File: src/rtl/sync_fifo_flex.sv
// rtl/sync_fifo_flex.sv - single-clock FIFO for arbitrary depths with thresholds and error pulses
// Define SYNC_FIFO_FWFT_EN for first-word-fall-through output; default is registered one-cycle read.
module sync_fifo_flex #(
  parameter int DEPTH    = 16,
  parameter int WIDTH    = 8,
  parameter int AF_LEVEL = DEPTH - 2,
  parameter int AE_LEVEL = 2
) (
  input  logic                       clk,
  input  logic                       rst,
  input  logic                       wen,
  input  logic [WIDTH-1:0]           din,
  input  logic                       ren,
  output logic [WIDTH-1:0]           dout,
  output logic                       dout_vld,
  output logic                       wfull,
  output logic                       rempty,
  output logic                       almost_full,
  output logic                       almost_empty,
  output logic [$clog2(DEPTH+1)-1:0] data_cnt,
  output logic                       overflow,
  output logic                       underflow
);

  localparam int PW = (DEPTH > 1) ? $clog2(DEPTH) : 1;
  localparam int CW = $clog2(DEPTH + 1);

  logic [WIDTH-1:0] mem [DEPTH];
  logic [PW-1:0]    w_ptr;
  logic [PW-1:0]    r_ptr;
  logic [CW-1:0]    cnt;
  logic             wr_ok;
  logic             rd_ok;

  // Depth need not be a power of two, so the last index wraps explicitly.
  function automatic logic [PW-1:0] ptr_inc(input logic [PW-1:0] p);
    return (p == PW'(DEPTH - 1)) ? '0 : p + 1'b1;
  endfunction

  assign wfull        = (cnt == CW'(DEPTH));
  assign rempty       = (cnt == '0);
  assign almost_full  = (cnt >= CW'(AF_LEVEL));
  assign almost_empty = (cnt <= CW'(AE_LEVEL));
  assign data_cnt     = cnt;

  assign wr_ok = wen && !wfull;
  assign rd_ok = ren && !rempty;

  always_ff @(posedge clk) begin
    if (wr_ok) begin
      mem[w_ptr] <= din;
    end
  end

  always_ff @(posedge clk or posedge rst) begin
    if (rst) begin
      w_ptr     <= '0;
      r_ptr     <= '0;
      cnt       <= '0;
      overflow  <= 1'b0;
      underflow <= 1'b0;
    end else begin
      if (wr_ok) begin
        w_ptr <= ptr_inc(w_ptr);
      end
      if (rd_ok) begin
        r_ptr <= ptr_inc(r_ptr);
      end
      case ({wr_ok, rd_ok})
        2'b10:   cnt <= cnt + 1'b1;
        2'b01:   cnt <= cnt - 1'b1;
        default: cnt <= cnt;
      endcase
      overflow  <= wen && wfull;
      underflow <= ren && rempty;
    end
  end

`ifdef SYNC_FIFO_FWFT_EN
  assign dout     = mem[r_ptr];
  assign dout_vld = !rempty;
`else
  always_ff @(posedge clk or posedge rst) begin
    if (rst) begin
      dout     <= '0;
      dout_vld <= 1'b0;
    end else begin
      dout_vld <= rd_ok;
      if (rd_ok) begin
        dout <= mem[r_ptr];
      end
    end
  end
`endif

endmodule

File: config.mk
export PLATFORM = sky130hd
export DESIGN_NAME = sync_fifo_flex
export DESIGN_NICKNAME = d
export VERILOG_FILES = /design/src/rtl/sync_fifo_flex.sv
export SDC_FILE = /design/constraint.sdc
export NUM_CORES = 1
export LEC_CHECK = 0
export ABC_AREA = 1
export BUFFER_PORTS_ARGS = -buffer_cell sky130_fd_sc_hd__buf_2
export CORE_MARGIN = 2
export CORE_UTILIZATION = 60
export CTS_CLUSTER_SIZE = 20
export DETAILED_ROUTE_END_ITERATION = 6
export GPL_TIMING_DRIVEN = 0
export HOLD_SLACK_MARGIN = 0.06
export MAX_ROUTING_LAYER = met4
export PLACE_DENSITY = 0.81
export SLEW_MARGIN = 40
export SYNTH_ARGS = -nofsm -noshare
export SYNTH_HDL_FRONTEND = slang
export SYNTH_SLANG_ARGS = --single-unit
export TNS_END_PERCENT = 20
File: constraint.sdc
create_clock -name clk -period 2.55 [get_ports clk]
set_input_delay 0 -clock clk [delete_from_list [all_inputs] [get_ports clk]]
set_output_delay 0 -clock clk [all_outputs]
set_load 0.03 [all_outputs]
==> out/qor_table.md, run 1 <==
| Metric | Value |
|---|---|
| Fraction of post-synthesis cell area in the top cell type by area | 0.560 |
| Layout Cell Area excl Fill | 8070 um2 |
| Cell type contributing the most total cell area after synthesis | edfxtp_1 |
| Site row count | 39 |
| Largest driver fanout on the critical path | 11 |
| Final setup slack of the worst path | 0.0411 ns |
| P_leak | 3.63 nW |
| Post-synthesis to final-layout area growth | 17.5% |
| Period utilization | 0.984 |
| Final routed wire length divided by cell count | 18.1 um |
| Synth Instances | 695 |
| CTS max path bufs | 2 |
| Cell with the most instances after synthesis | nand2_1 |
| Synth async-reset ratio | 0.158 |
| Count of nets after finishing | 784 |
| Antenna Violating Nets Remaining | 0 |
| Pre-antenna DRT Iters | 6 |
| Global Route Usage Sum | 0.291 |
| TritonCTS clock tree | done |
| Tot Pwr | 0.00923 W |
| Outcome | complete, no violations |
| Distinct cell type count after synthesis | 26 |
| Routed via count divided by cell count | 5.58 |
| HPWL reported at the end of detailed placement | 10400 um |
| Dpl cell area | 7280 um2 |
| Crit path required time | 2.91 ns |
| Synthesized area per cell | 9.88 um2 |
| Number of cells on the worst reg-to-reg path | 14 |
| Worst-margin pin slew | 0.871 ns |
| Synth top cells by count | nand2_1, edfxtp_1, inv_1 |
| Kind of start point of the critical path | register |
| Top-Level Pins | 32 |
| Number of vias in the routed layout | 5131 |
| Wire length of the first global-routing pass | 26300 um |
| Global-route congestion overflow total | 0 |
| Net Count, Synth | 716 |
| Max-capacitance violation count | 0 |
| Worst setup EP type | register |
| Largest cells by area after synthesis | edfxtp_1, nand2_1, dfrtp_1 |
| Insertion delay to the later sink of the worst-skew pair | 0.43 ns |
| CTS clock-pin slew for the worst setup and hold paths | 0.06 ns |
| Number of synthesized flops with an enable pin | 128 |
| Post-synth top flop | edfxtp_1 |
| Area enclosed by the die boundary | 12300 um2 |
| Post-synth design cell area | 6870 um2 |
| Maximum number of pins on one net before global-route repair | 25 |
| Count of buffers from port buffering | 31 |
| Vertical die dimension | 111 um |
| Fraction of the yosys area taken by sequential cells | 0.647 |
| Flip-flop and latch count after synthesis | 152 |
| Post-Place Setup Slack | -0.258 ns |
| Maximum level of the CTS H-tree | 4 |
| Initial Util | 0.609 |
| Violation count after the first detailed-routing iteration | 600 |
| Maximum achievable frequency | 399 MHz |
| Largest vdd supply drop | 0.000895 V |
| Post-layout min period | 2.51 ns |
| Via count of the first global-routing pass | 5042 |
| Worst min-delay path category | in2async |
| Number of buffers created by CTS | 17 |
| Total of fill cells in the finished design | 731 |
| Total power density per cell area | 1140 nW/um2 |
| Antenna diode instance count | 0 |
| Library cell used as clock root buffer | clkbuf_16 |
| Horiz. Die Dim | 111 um |
| Final WL | 16700 um |
| Endpoints failing hold | 0 |
| Number of antenna violations at the first check in global routing | 0 |
| Synthesis warning total | 0 |
| Core Footprint | 11300 um2 |
| Share of post-route cells with drive strength above 1 | 0.156 |
| DRC violations left | 0 |
| Relative slew margins | 0.416 |
| Worst clock skew on the final layout | 0.00825 ns |
| Max-slew violation total from the final report | 0 |
| Final setup violation count | 0 |
| Critical path class | reg2reg |
| Worst Path Arrival | 2.87 ns |
| Placer congestion estimate | 0.985 |
| Clock net sink count | 152 |
## metal layers
| metal | global-route usage | wire, um |
|---|---|---|
| met1 | 0.363 | 6270 |
| met4 | 0.151 | 673 |
| met3 | 0.0541 | 1610 |
| met2 | 0.461 | 8120 |
| met5 | - | 0 |
## worst max-delay path: stages, from the launching register on
cell,delay (ns)
dfrtp_2,0.45
nor4_4,0.36
nand2_2,0.17
nand2_4,0.13
buf_8,0.18
ha_4,0.20
xor2_2,0.15
ha_1,0.19
inv_1,0.06
nand2_2,0.09
nand3_1,0.08
nand2_1,0.08
xor2_1,0.16
nand2_1,0.07
nand2_1,0.06
## power by group
group | internal (W) | leakage (nW) | switching [W] | total, W
logic | 0.00107 | 1.91 | 0.00244 | 0.00351
registers | 0.00306 | 1.45 | 0.000236 | 0.00330
clock network | 0.00144 | 0.271 | 0.000984 | 0.00242
## path summary, 6_finish.rpt
path | endpoint | slack [ns] | from
min in group clk | underflow$_DFF_PP0_ | 0.40 | ren
min reg2reg | dout[1]$_DFFE_PP0P_ | 0.48 | dout[1]$_DFFE_PP0P_
max in group asynchronous | data_cnt[2]$_DFFE_PP0P_ | 1.99 | rst
max reg2reg | data_cnt[4]$_DFFE_PP0P_ | 0.04 | data_cnt[1]$_DFFE_PP0P_
min | dout[4]$_DFFE_PP0P_ | 0.18 | rst
max | data_cnt[4]$_DFFE_PP0P_ | 0.04 | data_cnt[1]$_DFFE_PP0P_
## placed cells by master (no fill, tap or decap), types with 6 or more instances in the layout
cell           instances
nand2_1              229
nor3_2                15
clkbuf_1               6
ha_1                   7
inv_1                118
dfrtp_1               21
dlygate4sd3_1         11
buf_2                 47
edfxtp_1             128
buf_4                 11
o21ai_0                7
nand3_1              107
clkbuf_16             17
## state kept, by name, summed over array words and instances (netlist names)
register	flops
overflow	1
w_ptr	4
data_cnt	5
dout	8
mem	128
underflow	1
dout_vld	1
r_ptr	4
## cell type report
type	count	area, um2	share of cell area
clock buffers	17	425	0.0527
clock inverters	15	151	0.0188
plain buffers	30	170	0.0211
repair buffers	50	325	0.0403
well taps	143	179	0.0222
inverters	123	464	0.0575
flip-flops and latches	152	4450	0.551
multi-input cells	389	1910	0.236
## cells by family after synthesis
| kind of cell | synth area share |
|---|---|
| AO/OA/AOI/OAI | 0.00966 |
| XOR/XNOR | 0.00893 |
| adder cells (fa/ha/maj) | 0.0164 |
| buffers and inverters | 0.0926 |
| flip-flops | 0.647 |
| AND/OR/NAND/NOR | 0.225 |
## timing repair
item / 4_1_cts / 5_1_grt
setup endpoints to repair: 3 / 3
buffers inserted: 2 / 6
gates cloned: 0 / 0
hold endpoints to repair: 167 / 0
hold buffers: 11 / 0
resized for setup: 7 / 7
pin swaps: 1 / 5
## through the flow
stage	setup TNS (ns)	instances	hold slack (ns)	util
after floorplan	0	695	0.0146	-
after global placement	-0.0590	869	0.234	0.639
after detailed placement	-0.403	869	0.0619	0.645
after CTS	0	914	0.174	0.710
after global routing	-0.0532	919	0.239	0.716
final	0	919	0.181	0.716
Power figures use the tool's default switching activity.
==> inputs of run 2 (changes only) <==
--- a/config.mk
+++ b/config.mk
@@ -7,14 +7,16 @@
 export LEC_CHECK = 0
 export ABC_AREA = 1
 export BUFFER_PORTS_ARGS = -buffer_cell sky130_fd_sc_hd__buf_2
+export CELL_PAD_IN_SITES_DETAIL_PLACEMENT = 0
+export CELL_PAD_IN_SITES_GLOBAL_PLACEMENT = 1
 export CORE_MARGIN = 2
-export CORE_UTILIZATION = 60
+export CORE_UTILIZATION = 48
 export CTS_CLUSTER_SIZE = 20
 export DETAILED_ROUTE_END_ITERATION = 6
 export GPL_TIMING_DRIVEN = 0
 export HOLD_SLACK_MARGIN = 0.06
 export MAX_ROUTING_LAYER = met4
-export PLACE_DENSITY = 0.81
+export PLACE_DENSITY_LB_ADDON = 0.15
 export SLEW_MARGIN = 40
 export SYNTH_ARGS = -nofsm -noshare
 export SYNTH_HDL_FRONTEND = slang
==> out/qor_table.md, run 2 (synthesized netlist as in run 1, its figures left out) <==
| Metric | Value |
|---|---|
| Outcome | complete, no violations |
| TritonCTS clock tree | done |
| Initial Util | 0.493 |
| Insertion delay to the later sink of the worst-skew pair | 0.42 ns |
| Site row count | 43 |
| Fraction of power spent switching nets | 0.388 |
| Final routed wire length divided by cell count | 16.8 um |
| Pre-antenna DRT Iters | 4 |
| Reg with most FFs | mem |
| Global Route Usage Sum | 0.233 |
| Maximum number of pins on one net before global-route repair | 25 |
| Start point of the critical path | data_cnt[1]$_DFFE_PP0P_ |
| Worst Path Arrival | 2.74 ns |
| Antenna diode instance count | 0 |
| Worst min-delay path category | in2async |
| Wire length of the first global-routing pass | 24700 um |
| Share of post-route cells with drive strength above 1 | 0.146 |
| Total power density per cell area | 1110 nW/um2 |
| Number of cells on the worst reg-to-reg path | 14 |
| Slowest Stage Delay on Critical Path | 0.47 ns |
| Max FFs per register | 128 |
| Relative slew margins | 0.426 |
| Final setup violation count | 0 |
| Crit-path most repeated cell | nand2_1 |
| Endpoints failing hold | 0 |
| Sequential share of power | 0.365 |
| Reg2Reg Launch Point | data_cnt[1]$_DFFE_PP0P_ |
| HPWL reported at the end of detailed placement | 10800 um |
| Placer congestion estimate | 0.807 |
| Critical path class | reg2reg |
| Commonest non-fill, non-tap cells in the layout | nand2_1, edfxtp_1, inv_1 |
| Worst clock skew on the final layout | 0.00328 ns |
| Number of vias in the routed layout | 4781 |
| Routed via count divided by cell count | 5.02 |
| Maximum level of the CTS H-tree | 4 |
| Core Footprint | 13900 um2 |
| Vertical die dimension | 124 um |
| Total of fill cells in the finished design | 1177 |
| Largest vdd supply drop | 0.000862 V |
| Max-slew violation total from the final report | 0 |
| Number of buffers created by CTS | 17 |
| Combinational share of power | 0.378 |
| P_leak | 3.62 nW |
| Leading cell type in the layout, fill and taps excluded | nand2_1 |
| Period utilization | 0.931 |
| Top-Level Pins | 32 |
| P_sw | 0.00348 W |
| Kind of start point of the critical path | register |
| Final WL | 16000 um |
| Clock net sink count | 152 |
| Number of stages on the worst setup path | 14 |
| Area enclosed by the die boundary | 15300 um2 |
| Post-synthesis to final-layout area growth | 17.4% |
| Max-capacitance violation count | 0 |
| Top cell family by delay on the critical path | simple AND/OR/NAND/NOR gates |
| Crit path required time | 2.91 ns |
| DRC violations left | 0 |
| Post-layout min period | 2.37 ns |
| Number of antenna violations at the first check in global routing | 0 |
| Antenna Violating Nets Remaining | 0 |
| Internal portion of total power | 0.00549 W |
| Worst path slowest cell | dfrtp_2 |
| Critical R2R Capture | data_cnt[4]$_DFFE_PP0P_ |
| Tightest hold margin | 0.185 ns |
| Worst setup EP type | register |
| Violation count after the first detailed-routing iteration | 348 |
| Worst Setup EP | data_cnt[4]$_DFFE_PP0P_ |
| Final setup slack of the worst path | 0.175 ns |
| CP Cell Sequence | nor4_4 -> nand2_2 -> nand2_4 -> buf_12 -> ha_4 -> xor2_2 -> ha_1 -> inv_1 -> nand2_2 -> nand3_1 -> nand2_1 -> xor2_1 -> nand2_1 -> nand2_1 |
| Via count of the first global-routing pass | 4441 |
| Count of nets after finishing | 781 |
| Clk pwr share | 0.257 |
| Buffers plus inverters on the worst setup path | 2 |
| Worst R2R Setup Slack | 0.18 ns |
| Library cell used as clock root buffer | clkbuf_16 |
| Worst-margin pin slew | 0.856 ns |
| Count of buffers from port buffering | 31 |
| Maximum achievable frequency | 421 MHz |
| Global-route congestion overflow total | 0 |
| CTS max path bufs | 2 |
| Horiz. Die Dim | 124 um |
| Largest driver fanout on the critical path | 11 |
| Post-Place Setup Slack | -0.111 ns |
| CTS clock-pin slew for the worst setup and hold paths | 0.06 ns |
run 2: worst min path at each step:
stage                                    to  slack [ns]  cells past startpoint
finish                  dout[6]$_DFFE_PP0P_        0.19                      3
global route            dout[1]$_DFFE_PP0P_        0.22                      3
CTS                     dout[6]$_DFFE_PP0P_        0.18                      3
detailed placement      dout[6]$_DFFE_PP0P_        0.07                      2
global placement         overflow$_DFF_PP0_        0.24                      3
floorplan           data_cnt[0]$_DFFE_PP0P_        0.01                      1
run 2: what timing repair did:
| action | in CTS | in global routing |
|---|---|---|
| gates resized for setup | 5 | 8 |
| hold buffers | 11 | 0 |
| pin swaps | 1 | 5 |
| endpoints found under the setup margin | 1 | 2 |
| hold endpoints to repair | 171 | 0 |
| setup buffers | 0 | 5 |
run 2: cell type report:
type	instances	area, um2	share of cell area
plain buffers	30	175	0.0217
clock buffers	27	483	0.0599
inverters	123	462	0.0573
multi-input cells	389	1910	0.237
repair buffers	47	303	0.0376
clock inverters	5	50.0	0.00621
flip-flops and latches	152	4450	0.552
well taps	180	225	0.0279
run 2: power groups by stage:
stage | clock network (W) | registers (W) | logic [W]
floorplan | 0 | 0.00349 | 0.00204
global placement | 0 | 0.00331 | 0.00319
detailed placement | 0 | 0.00332 | 0.00328
CTS | 0.00233 | 0.00328 | 0.00332
global route | 0.00243 | 0.00331 | 0.00378
finish | 0.00231 | 0.00327 | 0.00339
run 2: worst reg2reg max path: stages, from the launching register on:
cell	delay [ns]
dfrtp_2	0.47
nor4_4	0.33
nand2_2	0.15
nand2_4	0.13
buf_12	0.16
ha_4	0.19
xor2_2	0.16
ha_1	0.16
inv_1	0.04
nand2_2	0.07
nand3_1	0.08
nand2_1	0.08
xor2_1	0.16
nand2_1	0.06
nand2_1	0.06
run 2: per-layer routing:
| layer | vias to the layer above | part of all wire | track usage |
|---|---|---|---|
| met5 | - | 0 | - |
| met4 | 0 | 0.019 | 0.0781 |
| met3 | 23 | 0.051 | 0.0472 |
| li1 | 2364 | - | - |
| met2 | 116 | 0.47 | 0.355 |
| met1 | 2278 | 0.46 | 0.317 |
run 2: per-stage QoR:
step / cells / util / area [um2] / TNS [ns] / total power, W
finish: 953 / 0.579 / 8060 / 0 / 0.00897
global placement: 906 / 0.520 / 7250 / -0.0326 / 0.00650
floorplan: 695 / - / 6870 / 0 / 0.00554
detailed placement: 906 / 0.525 / 7320 / -0.111 / 0.00660
global route: 953 / 0.579 / 8060 / -0.000787 / 0.00952
CTS: 949 / 0.573 / 7980 / 0 / 0.00892
==> inputs of run 3 (changes only) <==
--- a/config.mk
+++ b/config.mk
@@ -9,14 +9,13 @@
 export BUFFER_PORTS_ARGS = -buffer_cell sky130_fd_sc_hd__buf_2
 export CELL_PAD_IN_SITES_DETAIL_PLACEMENT = 0
 export CELL_PAD_IN_SITES_GLOBAL_PLACEMENT = 1
-export CORE_MARGIN = 2
 export CORE_UTILIZATION = 48
 export CTS_CLUSTER_SIZE = 20
 export DETAILED_ROUTE_END_ITERATION = 6
 export GPL_TIMING_DRIVEN = 0
 export HOLD_SLACK_MARGIN = 0.06
 export MAX_ROUTING_LAYER = met4
-export PLACE_DENSITY_LB_ADDON = 0.15
+export PLACE_DENSITY = 0.77
 export SLEW_MARGIN = 40
 export SYNTH_ARGS = -nofsm -noshare
 export SYNTH_HDL_FRONTEND = slang
==> out/qor_table.md, run 3 (synthesized netlist as in run 1, its figures left out) <==
| Metric | Value |
|---|---|
| Maximum number of pins on one net before global-route repair | 25 |
| Total power density per cell area | 1110 nW/um2 |
| Antenna diode instance count | 0 |
| Final setup violation count | 0 |
| Number of vias in the routed layout | 4819 |
| Max-slew violation total from the final report | 0 |
| Total of fill cells in the finished design | 1208 |
| Clock net sink count | 152 |
| Worst Path Arrival | 2.77 ns |
| Largest vdd supply drop | 0.000504 V |
| Worst min-delay path category | in2async |
| Largest driver fanout on the critical path | 12 |
| Dpl cell area | 7340 um2 |
| Area enclosed by the die boundary | 14800 um2 |
| Worst clock skew on the final layout | 0.00656 ns |
| Core Footprint | 13900 um2 |
| Reg with most FFs | mem |
| Met2 wire length | 7720 um |
| Maximum level of the CTS H-tree | 4 |
| Fraction of power spent switching nets | 0.392 |
| Post-synthesis to final-layout area growth | 17.3% |
| Horiz. Die Dim | 122 um |
| Site row count | 43 |
| Number of buffers created by CTS | 17 |
| Global-route congestion overflow total | 0 |
| Leading cell type in the layout, fill and taps excluded | nand2_1 |
| Library cell used as clock root buffer | clkbuf_16 |
| Final WL | 16200 um |
| Global Route Usage Sum | 0.245 |
| DRC violations left | 0 |
| Placer congestion estimate | 0.816 |
| Violation count after the first detailed-routing iteration | 284 |
| Endpoints failing hold | 0 |
| P_leak | 3.63 nW |
| Final sum of negative setup slack | 0 ns |
| Vertical die dimension | 122 um |
| Met1 layer wirelength in the final routing | 7410 um |
| Relative slew margins | 0.465 |
| Tot Pwr | 0.00891 W |
| Kind of start point of the critical path | register |
| Share of post-route cells with drive strength above 1 | 0.148 |
| Initial Util | 0.493 |
| Post-Place Setup Slack | -0.157 ns |
| Antenna Violating Nets Remaining | 0 |
| Critical path class | reg2reg |
| Count of buffers from port buffering | 31 |
| Worst-margin pin slew | 0.799 ns |
| HPWL reported at the end of detailed placement | 11000 um |
| Final setup slack of the worst path | 0.134 ns |
| Sequential share of power | 0.366 |
| Number of antenna violations at the first check in global routing | 1 |
| Routed met3 length | 800 um |
| Highest metal used | met4 |
| Period utilization | 0.947 |
| Pre-antenna DRT Iters | 5 |
| Top-Level Pins | 32 |
| Layout Cell Area excl Fill | 8050 um2 |
| Post-layout min period | 2.42 ns |
| Combinational share of power | 0.383 |
| Final routed wire length divided by cell count | 17.0 um |
| Max-capacitance violation count | 0 |
| Crit path required time | 2.91 ns |
| Worst R2R Setup Slack | 0.13 ns |
| CTS max path bufs | 2 |
| TritonCTS clock tree | done |
| Worst setup EP type | register |
| Maximum achievable frequency | 414 MHz |
| P_sw | 0.00349 W |
| Outcome | complete, no violations |
| Count of nets after finishing | 784 |
| Wire length of the first global-routing pass | 25100 um |
| Via count of the first global-routing pass | 4456 |
| CTS clock-pin slew for the worst setup and hold paths | 0.06 ns |
| Max FFs per register | 128 |
| Internal portion of total power | 0.00542 W |
| Commonest non-fill, non-tap cells in the layout | nand2_1, edfxtp_1, inv_1 |
| Clk pwr share | 0.252 |
| Routed via count divided by cell count | 5.04 |
| Insertion delay to the later sink of the worst-skew pair | 0.42 ns |
| Final Core Density | 0.578 |
==> run 3: cell types whose count changed in the layout (fill, tap and decap cells not counted), moves of 2 or more <==
cell and delta:
clkinv_2 +3, buf_4 +2, clkbuf_8 -2, clkinv_1 +4
clkbuf_1 -6
==> run 3: power by group through the flow <==
| stage | sequential (W) | combinational, W | clock [W] |
|---|---|---|---|
| 2_1_floorplan | 0.00349 | 0.00204 | 0 |
| 3_3_place_gp | 0.00331 | 0.00320 | 0 |
| 3_5_place_dp | 0.00332 | 0.00329 | 0 |
| 4_1_cts | 0.00327 | 0.00334 | 0.00227 |
| 5_1_grt | 0.00329 | 0.00378 | 0.00237 |
| 6_report | 0.00326 | 0.00341 | 0.00224 |
==> run 3: path summary, 6_finish.rpt <==
check	from	endpoint	cells after the start
hold / removal	rst	dout[6]$_DFFE_PP0P_	3
hold reg to reg	dout[1]$_DFFE_PP0P_	dout[1]$_DFFE_PP0P_	2
min in group clk	wen	overflow$_DFF_PP0_	4
max in group asynchronous	rst	data_cnt[0]$_DFFE_PP0P_	3
setup reg to reg	data_cnt[0]$_DFFE_PP0P_	data_cnt[4]$_DFFE_PP0P_	14
setup / recovery	data_cnt[0]$_DFFE_PP0P_	data_cnt[4]$_DFFE_PP0P_	14
==> run 3: layer usage <==
layer	vias up	global-route usage
met5	-	-
met4	0	0.0895
met3	21	0.0435
met2	126	0.370
met1	2288	0.332
li1	2384	-
==> run 3: area by class of cell <==
class | instances | area, um2 | area share
Buffer | 31 | 186 | 0.0232
Clock inverter | 13 | 87.6 | 0.0109
Tap cell | 180 | 225 | 0.0280
Timing Repair Buffer | 49 | 318 | 0.0395
Inverter | 123 | 462 | 0.0573
Clock buffer | 19 | 433 | 0.0538
Multi-Input combinational cell | 389 | 1890 | 0.235
Sequential cell | 152 | 4450 | 0.552
==> run 3: timing repair <==
action | CTS | global route
resized for setup | 5 | 5
hold buffers | 11 | 0
endpoints found under the hold margin | 170 | 0
endpoints found under the setup margin | 3 | 1
buffers inserted | 0 | 5
pin swaps | 1 | 4
==> run 3: stage by stage <==
stage | cells | hold WS, ns
after floorplan | 695 | 0.0146
after global placement | 906 | 0.245
after detailed placement | 908 | 0.0731
after CTS | 951 | 0.179
after global routing | 956 | 0.251
final | 956 | 0.202
==> run 3: critical path, cell delays in order, from the launching register on <==
cell and delay (ns):
dfrtp_2 0.43, nor4_4 0.35, nand2_2 0.15, nand2_4 0.11
inv_2 0.05, buf_6 0.14, ha_4 0.19, ha_1 0.32
inv_1 0.07, o21bai_1 0.13, inv_1 0.05, nand2_1 0.07
xor2_1 0.15, nand2_1 0.07, nand2_1 0.06
